[src/rtl/dec_op_ctrl_bank_pkg.sv]
// ============================================================================
// Module      : dec_op_ctrl_bank_pkg
// Description : Shared constants, types and address helper for the control bank.
// Revision    : 1.0 - initial release
// ============================================================================
`default_nettype none

package dec_op_ctrl_bank_pkg;

    localparam int C_CH_STRIDE = 4;
    localparam int C_HI_OFFSET = 2;
    localparam int C_HALF_W    = 16;
    localparam int C_WORD_W    = 32;

    localparam logic [25:0] C_DEF_BASE_ADDR = 26'h2000104;

    typedef logic [C_HALF_W-1:0] half_t;
    typedef logic [C_WORD_W-1:0] word_t;

    // Byte address of a channel's low (hi=0) or high (hi=1) half-word.
    function automatic logic [31:0] chan_addr(input logic [31:0] base,
                                              input int unsigned ch,
                                              input logic hi);
        return base + 32'(ch * C_CH_STRIDE) + (hi ? 32'(C_HI_OFFSET) : 32'd0);
    endfunction

endpackage

`default_nettype wire

[src/rtl/dec_op_ctrl_chan.sv]
// ============================================================================
// Module      : dec_op_ctrl_chan
// Description : One control channel: low holding, shadow, pending flag, active word.
// Revision    : 1.0 - initial release
// ============================================================================
`default_nettype none

module dec_op_ctrl_chan
    import dec_op_ctrl_bank_pkg::*;
(
    input  logic  clk,
    input  logic  rst,
    input  logic  i_lo_wr,
    input  logic  i_hi_wr,
    input  logic  i_commit,
    input  half_t i_data,
    output word_t o_active,
    output logic  o_upd,
    output logic  o_pend,
    output logic  o_pend_nxt
);

    half_t r_lo;
    word_t r_shadow;
    word_t r_active;
    logic  r_pend;
    logic  r_upd;
    logic  w_pend_nxt;

    // A new high write keeps the channel pending even while the old shadow commits.
    assign w_pend_nxt = i_hi_wr | (r_pend & ~i_commit);

    always_ff @(posedge clk) begin
        if (rst) begin
            r_lo     <= '0;
            r_shadow <= '0;
            r_active <= '0;
            r_pend   <= 1'b0;
            r_upd    <= 1'b0;
        end else begin
            if (i_lo_wr) begin
                r_lo <= i_data;
            end
            if (i_hi_wr) begin
                r_shadow <= {i_data, r_lo};
            end
            if (i_commit) begin
                r_active <= r_shadow;
            end
            r_upd  <= i_commit;
            r_pend <= w_pend_nxt;
        end
    end

    assign o_active   = r_active;
    assign o_upd      = r_upd;
    assign o_pend     = r_pend;
    assign o_pend_nxt = w_pend_nxt;

endmodule

`default_nettype wire

[src/rtl/dec_op_ctrl_bank.sv]
// ============================================================================
// Module      : dec_op_ctrl_bank
// Description : Bank of NUM_CH double-buffered 32-bit control words written as
//               16-bit halves; optional readback enabled by DEC_OP_CTRL_READBACK_EN.
// Revision    : 1.0 - initial release
// ============================================================================
`default_nettype none

module dec_op_ctrl_bank
    import dec_op_ctrl_bank_pkg::*;
#(
    parameter int                NUM_CH      = 4,
    parameter int                ADDR_W      = 26,
    parameter logic [ADDR_W-1:0] BASE_ADDR   = ADDR_W'(C_DEF_BASE_ADDR),
    parameter int                AUTO_COMMIT = 1
) (
    input  logic                 Clock,
    input  logic                 Reset,
    input  logic [ADDR_W-1:0]    ADDR_IN,
    input  logic [15:0]          DATA_IN,
    input  logic                 WR_EN,
`ifdef DEC_OP_CTRL_READBACK_EN
    input  logic                 RD_EN,
    output logic [15:0]          RD_DATA,
    output logic                 RD_VALID,
`endif
    output logic [NUM_CH*32-1:0] CTRL_OUT,
    output logic [NUM_CH-1:0]    CTRL_UPD,
    output logic                 PEND
);

    localparam logic [ADDR_W-1:0] C_COMMIT_ADDR =
        ADDR_W'(chan_addr(32'(BASE_ADDR), NUM_CH, 1'b0));

    logic [NUM_CH-1:0]    w_lo_wr;
    logic [NUM_CH-1:0]    w_hi_wr;
    logic [NUM_CH-1:0]    w_commit;
    logic [NUM_CH-1:0]    w_pend;
    logic [NUM_CH-1:0]    w_pend_nxt;
    logic [NUM_CH*32-1:0] w_active;
    logic                 w_commit_wr;
    logic                 r_pend_any;

    assign w_commit_wr = WR_EN && (ADDR_IN == C_COMMIT_ADDR);

    for (genvar n = 0; n < NUM_CH; n++) begin : g_chan
        localparam logic [ADDR_W-1:0] C_LO_ADDR = ADDR_W'(chan_addr(32'(BASE_ADDR), n, 1'b0));
        localparam logic [ADDR_W-1:0] C_HI_ADDR = ADDR_W'(chan_addr(32'(BASE_ADDR), n, 1'b1));

        assign w_lo_wr[n]  = WR_EN && (ADDR_IN == C_LO_ADDR);
        assign w_hi_wr[n]  = WR_EN && (ADDR_IN == C_HI_ADDR);
        // Auto mode: a pending shadow always commits on the following edge.
        assign w_commit[n] = (AUTO_COMMIT != 0) ? w_pend[n]
                                                : (w_commit_wr && DATA_IN[n] && w_pend[n]);

        dec_op_ctrl_chan u_chan (
            .clk        (Clock),
            .rst        (Reset),
            .i_lo_wr    (w_lo_wr[n]),
            .i_hi_wr    (w_hi_wr[n]),
            .i_commit   (w_commit[n]),
            .i_data     (DATA_IN),
            .o_active   (w_active[32*n +: 32]),
            .o_upd      (CTRL_UPD[n]),
            .o_pend     (w_pend[n]),
            .o_pend_nxt (w_pend_nxt[n])
        );
    end

    always_ff @(posedge Clock) begin
        if (Reset) begin
            r_pend_any <= 1'b0;
        end else begin
            r_pend_any <= |w_pend_nxt;
        end
    end

    assign CTRL_OUT = w_active;
    assign PEND     = r_pend_any;

`ifdef DEC_OP_CTRL_READBACK_EN
    logic [15:0] w_rd_mux;
    logic [15:0] r_rd_data;
    logic        r_rd_valid;

    always_comb begin
        w_rd_mux = '0;
        for (int n = 0; n < NUM_CH; n++) begin
            if (ADDR_IN == ADDR_W'(chan_addr(32'(BASE_ADDR), n, 1'b0))) begin
                w_rd_mux = w_active[32*n +: 16];
            end
            if (ADDR_IN == ADDR_W'(chan_addr(32'(BASE_ADDR), n, 1'b1))) begin
                w_rd_mux = w_active[32*n+16 +: 16];
            end
        end
    end

    always_ff @(posedge Clock) begin
        if (Reset) begin
            r_rd_data  <= '0;
            r_rd_valid <= 1'b0;
        end else begin
            r_rd_data  <= RD_EN ? w_rd_mux : 16'h0000;
            r_rd_valid <= RD_EN;
        end
    end

    assign RD_DATA  = r_rd_data;
    assign RD_VALID = r_rd_valid;
`endif

endmodule

`default_nettype wire

[config.mk]
export PLATFORM = sky130hd
export DESIGN_NAME = dec_op_ctrl_bank
export DESIGN_NICKNAME = d
export VERILOG_FILES = /design/src/rtl/dec_op_ctrl_bank_pkg.sv /design/src/rtl/dec_op_ctrl_chan.sv /design/src/rtl/dec_op_ctrl_bank.sv
export SDC_FILE = /design/constraint.sdc
export NUM_CORES = 1
export LEC_CHECK = 0
export CORE_MARGIN = 4
export CORE_UTILIZATION = 54
export CTS_CLUSTER_SIZE = 8
export DETAILED_ROUTE_END_ITERATION = 7
export PLACE_DENSITY = 0.84
export SLEW_MARGIN = 5
export SYNTH_ARGS = -nofsm -noshare
export SYNTH_HDL_FRONTEND = slang
export SYNTH_SLANG_ARGS = --single-unit
[constraint.sdc]
create_clock -name Clock -period 2.3 [get_ports Clock]
set_clock_uncertainty 0.2 [all_clocks]
set_input_delay 0.345 -clock Clock [delete_from_list [all_inputs] [get_ports Clock]]
set_output_delay 0.345 -clock Clock [all_outputs]
set_load 0.02 [all_outputs]
==> impl_metrics.yaml <==
global_routing:
  first_global_vias: 10471
  grt_overflow_total: 0
  wire_length_of_the_first_global_routing_pass_um: 56000
  largest_net_degree_at_the_start_of_global_routing: 77
  grt_util_all_layers_pct: 26.7
  antenna_violations_before_repair: 2
worst_hold_path:
  hp-class: "input pin to register"
cts:
  clockRootBuffer: "sky130_fd_sc_hd__clkbuf_16"
  clockBufferDepth: 3
  tritoncts: "yes"
  worstSkewPairLatency_ns: 0.53
  cts_htree_levels: 2
  cts.sinks: 329
  clk_pin_slew_worst_paths_ns: 0.05
  post_cts_resized: 0
  cts_buffer_count: 47
  cts_hold_repair.buffers: 0
  cts.repair_timing.setup_buffer_count: 0
route:
  first_iter_violations: 1083
  drt-vias-per-instance: 5.99
  detail_route.first_pass.iterations: 5
  wl_met1_um: 15000
  dr_wl_met2_um: 15700
  drt-wirelength-per-cell_um: 19.9
  wl_met3_um: 3180
  totalWireLength_um: 35100
  remaining_antenna_violation_count_after_routing: 0
  top_signal_layer_used: "met5"
  total_number_of_vias: 10545
  drc_violation_count_after_routing: 0
power:
  power_mw: 12.0
  peak_supply_drop_mv: 0.514
  leak_pwr_nw: 5.51
  power_density_nw_per_um2: 755
die:
  io_pins: 178
  start_util_pct: 55.7
  core_um2: 22100
  die_width_um: 159
  floorplan.die.height_um: 159
  dieArea_um2: 25300
  row_count: 54
setup_path:
  critical_path.max_fanout: 16
  cp.required_ns: 2.49
  critical_path.endpoint_type: "register"
  worst-endpoint-arrival_ns: 2.37
  kind_of_critical_path: "input pin to register"
  critical_path.startpoint_type: "input pin"
yosys:
  top_count_cell_post_synth: "sky130_fd_sc_hd__dfxtp_1"
  synth_flop_cell: "sky130_fd_sc_hd__dfxtp_1"
  syn-cell-area_um2: 12300
  netlist-cell-type-count: 31
  yosys-top-cells-area: "sky130_fd_sc_hd__dfxtp_1 53%, sky130_fd_sc_hd__mux2i_1 14%, sky130_fd_sc_hd__o21ai_0 6.5%, sky130_fd_sc_hd__a21oi_1 5.2%, sky130_fd_sc_hd__nand3_1 5.2%"
  synth_top_cells_by_count: "329 x sky130_fd_sc_hd__dfxtp_1, 176 x sky130_fd_sc_hd__mux2i_1, 160 x sky130_fd_sc_hd__o21ai_0"
  synth-async-reset-ratio_pct: 0
  ys_ff_latch: 329
  ys_seq_area_share_pct: 53.5
  yosys_warnings: 0
  postSynthNetCount: 1348
  synthDominantCellAreaShare_pct: 53.5
  syn-mean-instance-area_um2: 9.45
  yosys.area.top_type: "sky130_fd_sc_hd__dfxtp_1"
  synth_cells: 1303
  synth-edff-count: 0
sta:
  final_max_slew_viol_count: 0
  slew-limit-headroom_pct: 59.9
  fin_crit_sh_pct: 95.1
  max_slew.worst_pin.slew_ns: 0.602
  timing.final.crit_period_ns: 2.19
  rsz0062_at_grt: "no"
  final-setup-viol-count: 0
  tns_ns: 0
  final-hold-violation-count: 0
  clock.fmax_mhz: 457
run_status:
  status: "finished clean"
cells_and_area:
  fin_nets: 1522
  syn2layout_area_growth_pct: 29.5
  layout-drive-gt1-share_pct: 9.06
  design_area_um2: 15900
  inserted_diodes: 0
  layout.core_utilization_pct: 72.2
placement:
  gp_weighted_congestion: 0.829
  io_buffers: 177
  hpwlAfterDp_um: 22400
  place_area_um2: 14700
flow_run:
  drv.max_cap_violation_count: 0
## registers in the layout, summed over array words and instances, names as in the netlist
name and cells:
g_chan.u_chan.o_upd 4, g_chan.u_chan.r_shadow 128, g_chan.u_chan.r_lo 64, PEND 1
g_chan.u_chan.o_active 128, g_chan.u_chan.o_pend 4
## metrics by stage
| step | hold WS [ns] | cells | setup slack [ns] |
|---|---|---|---|
| 6_report | 0.0222 | 1759 | 0.112 |
| 5_1_grt | 0.0271 | 1759 | 0.0896 |
| 4_1_cts | 0.00583 | 1759 | 0.131 |
| 3_5_place_dp | 0.262 | 1708 | -0.406 |
| 3_3_place_gp | 0.254 | 1708 | -0.348 |
| 2_1_floorplan | 0.223 | 1303 | 0.0893 |
## kinds of logic (layout without fill, tap and decap cells)
logic type / Yosys count / in the layout / share of synthesized area, %
and+or+nand+nor: 387 / 387 / 16.3
buffers and inverters: 121 / 297 / 4.13
DFF: 329 / 329 / 53.5
AOI/OAI and AO/OA: 290 / 290 / 11.8
muxes: 176 / 176 / 14.3
## where the power goes
part | internal (mW) | switching [mW]
combinational | 0.144 | 0.223
sequential | 5.71 | 0.0000000172
clock | 3.70 | 2.25
## cell usage in the layout (no fill, tap or decap), types with 49 or more instances in the layout
cell type and n:
sky130_fd_sc_hd__buf_4 50, sky130_fd_sc_hd__o21ai_0 160, sky130_fd_sc_hd__nand2b_1 66, sky130_fd_sc_hd__clkbuf_16 49, sky130_fd_sc_hd__nor2_1 129, sky130_fd_sc_hd__mux2i_1 176, sky130_fd_sc_hd__nand3_1 128, sky130_fd_sc_hd__clkdlybuf4s50_1 176
sky130_fd_sc_hd__a21oi_1 129, sky130_fd_sc_hd__dfxtp_1 325
## routing by layer
metal	GRT usage, %	vias to the layer above
met5	0	-
met4	10.2	4
met3	6.99	88
met2	41.4	489
met1	36.0	5102
li1	-	4862
## path summary, 6_finish.rpt
path	startpoint	end	slack [ns]	depth (start not counted)
worst max-delay path	ADDR_IN[13]	g_chan[2].u_chan.r_lo[6]	0.11	6
worst min-delay path	Reset	g_chan[3].u_chan.o_active[10]	0.02	2
worst max register to register	g_chan[0].u_chan.o_pend	g_chan[0].u_chan.o_active[7]	0.77	3
worst min register to register	g_chan[2].u_chan.r_lo[8]	g_chan[2].u_chan.r_shadow[8]	0.27	2
## critical path: stages
cell and delay, ns:
sky130_fd_sc_hd__clkdlybuf4s50_1 0.43, sky130_fd_sc_hd__or4_4 0.59, sky130_fd_sc_hd__or3_1 0.33, sky130_fd_sc_hd__or3_1 0.37, sky130_fd_sc_hd__buf_12 0.18, sky130_fd_sc_hd__mux2i_1 0.13
## final cells by class
| class | count | area, µm² |
|---|---|---|
| Clock inverter | 1 | 8.76 |
| Sequential cell | 329 | 6590 |
| Clock buffer | 50 | 1230 |
| Multi-Input combinational cell | 853 | 5230 |
| Tap cell | 280 | 350 |
| Fill cell | 1505 | 6150 |
| Timing Repair Buffer | 246 | 2530 |
No activity file was read; power rests on OpenSTA's default activity.
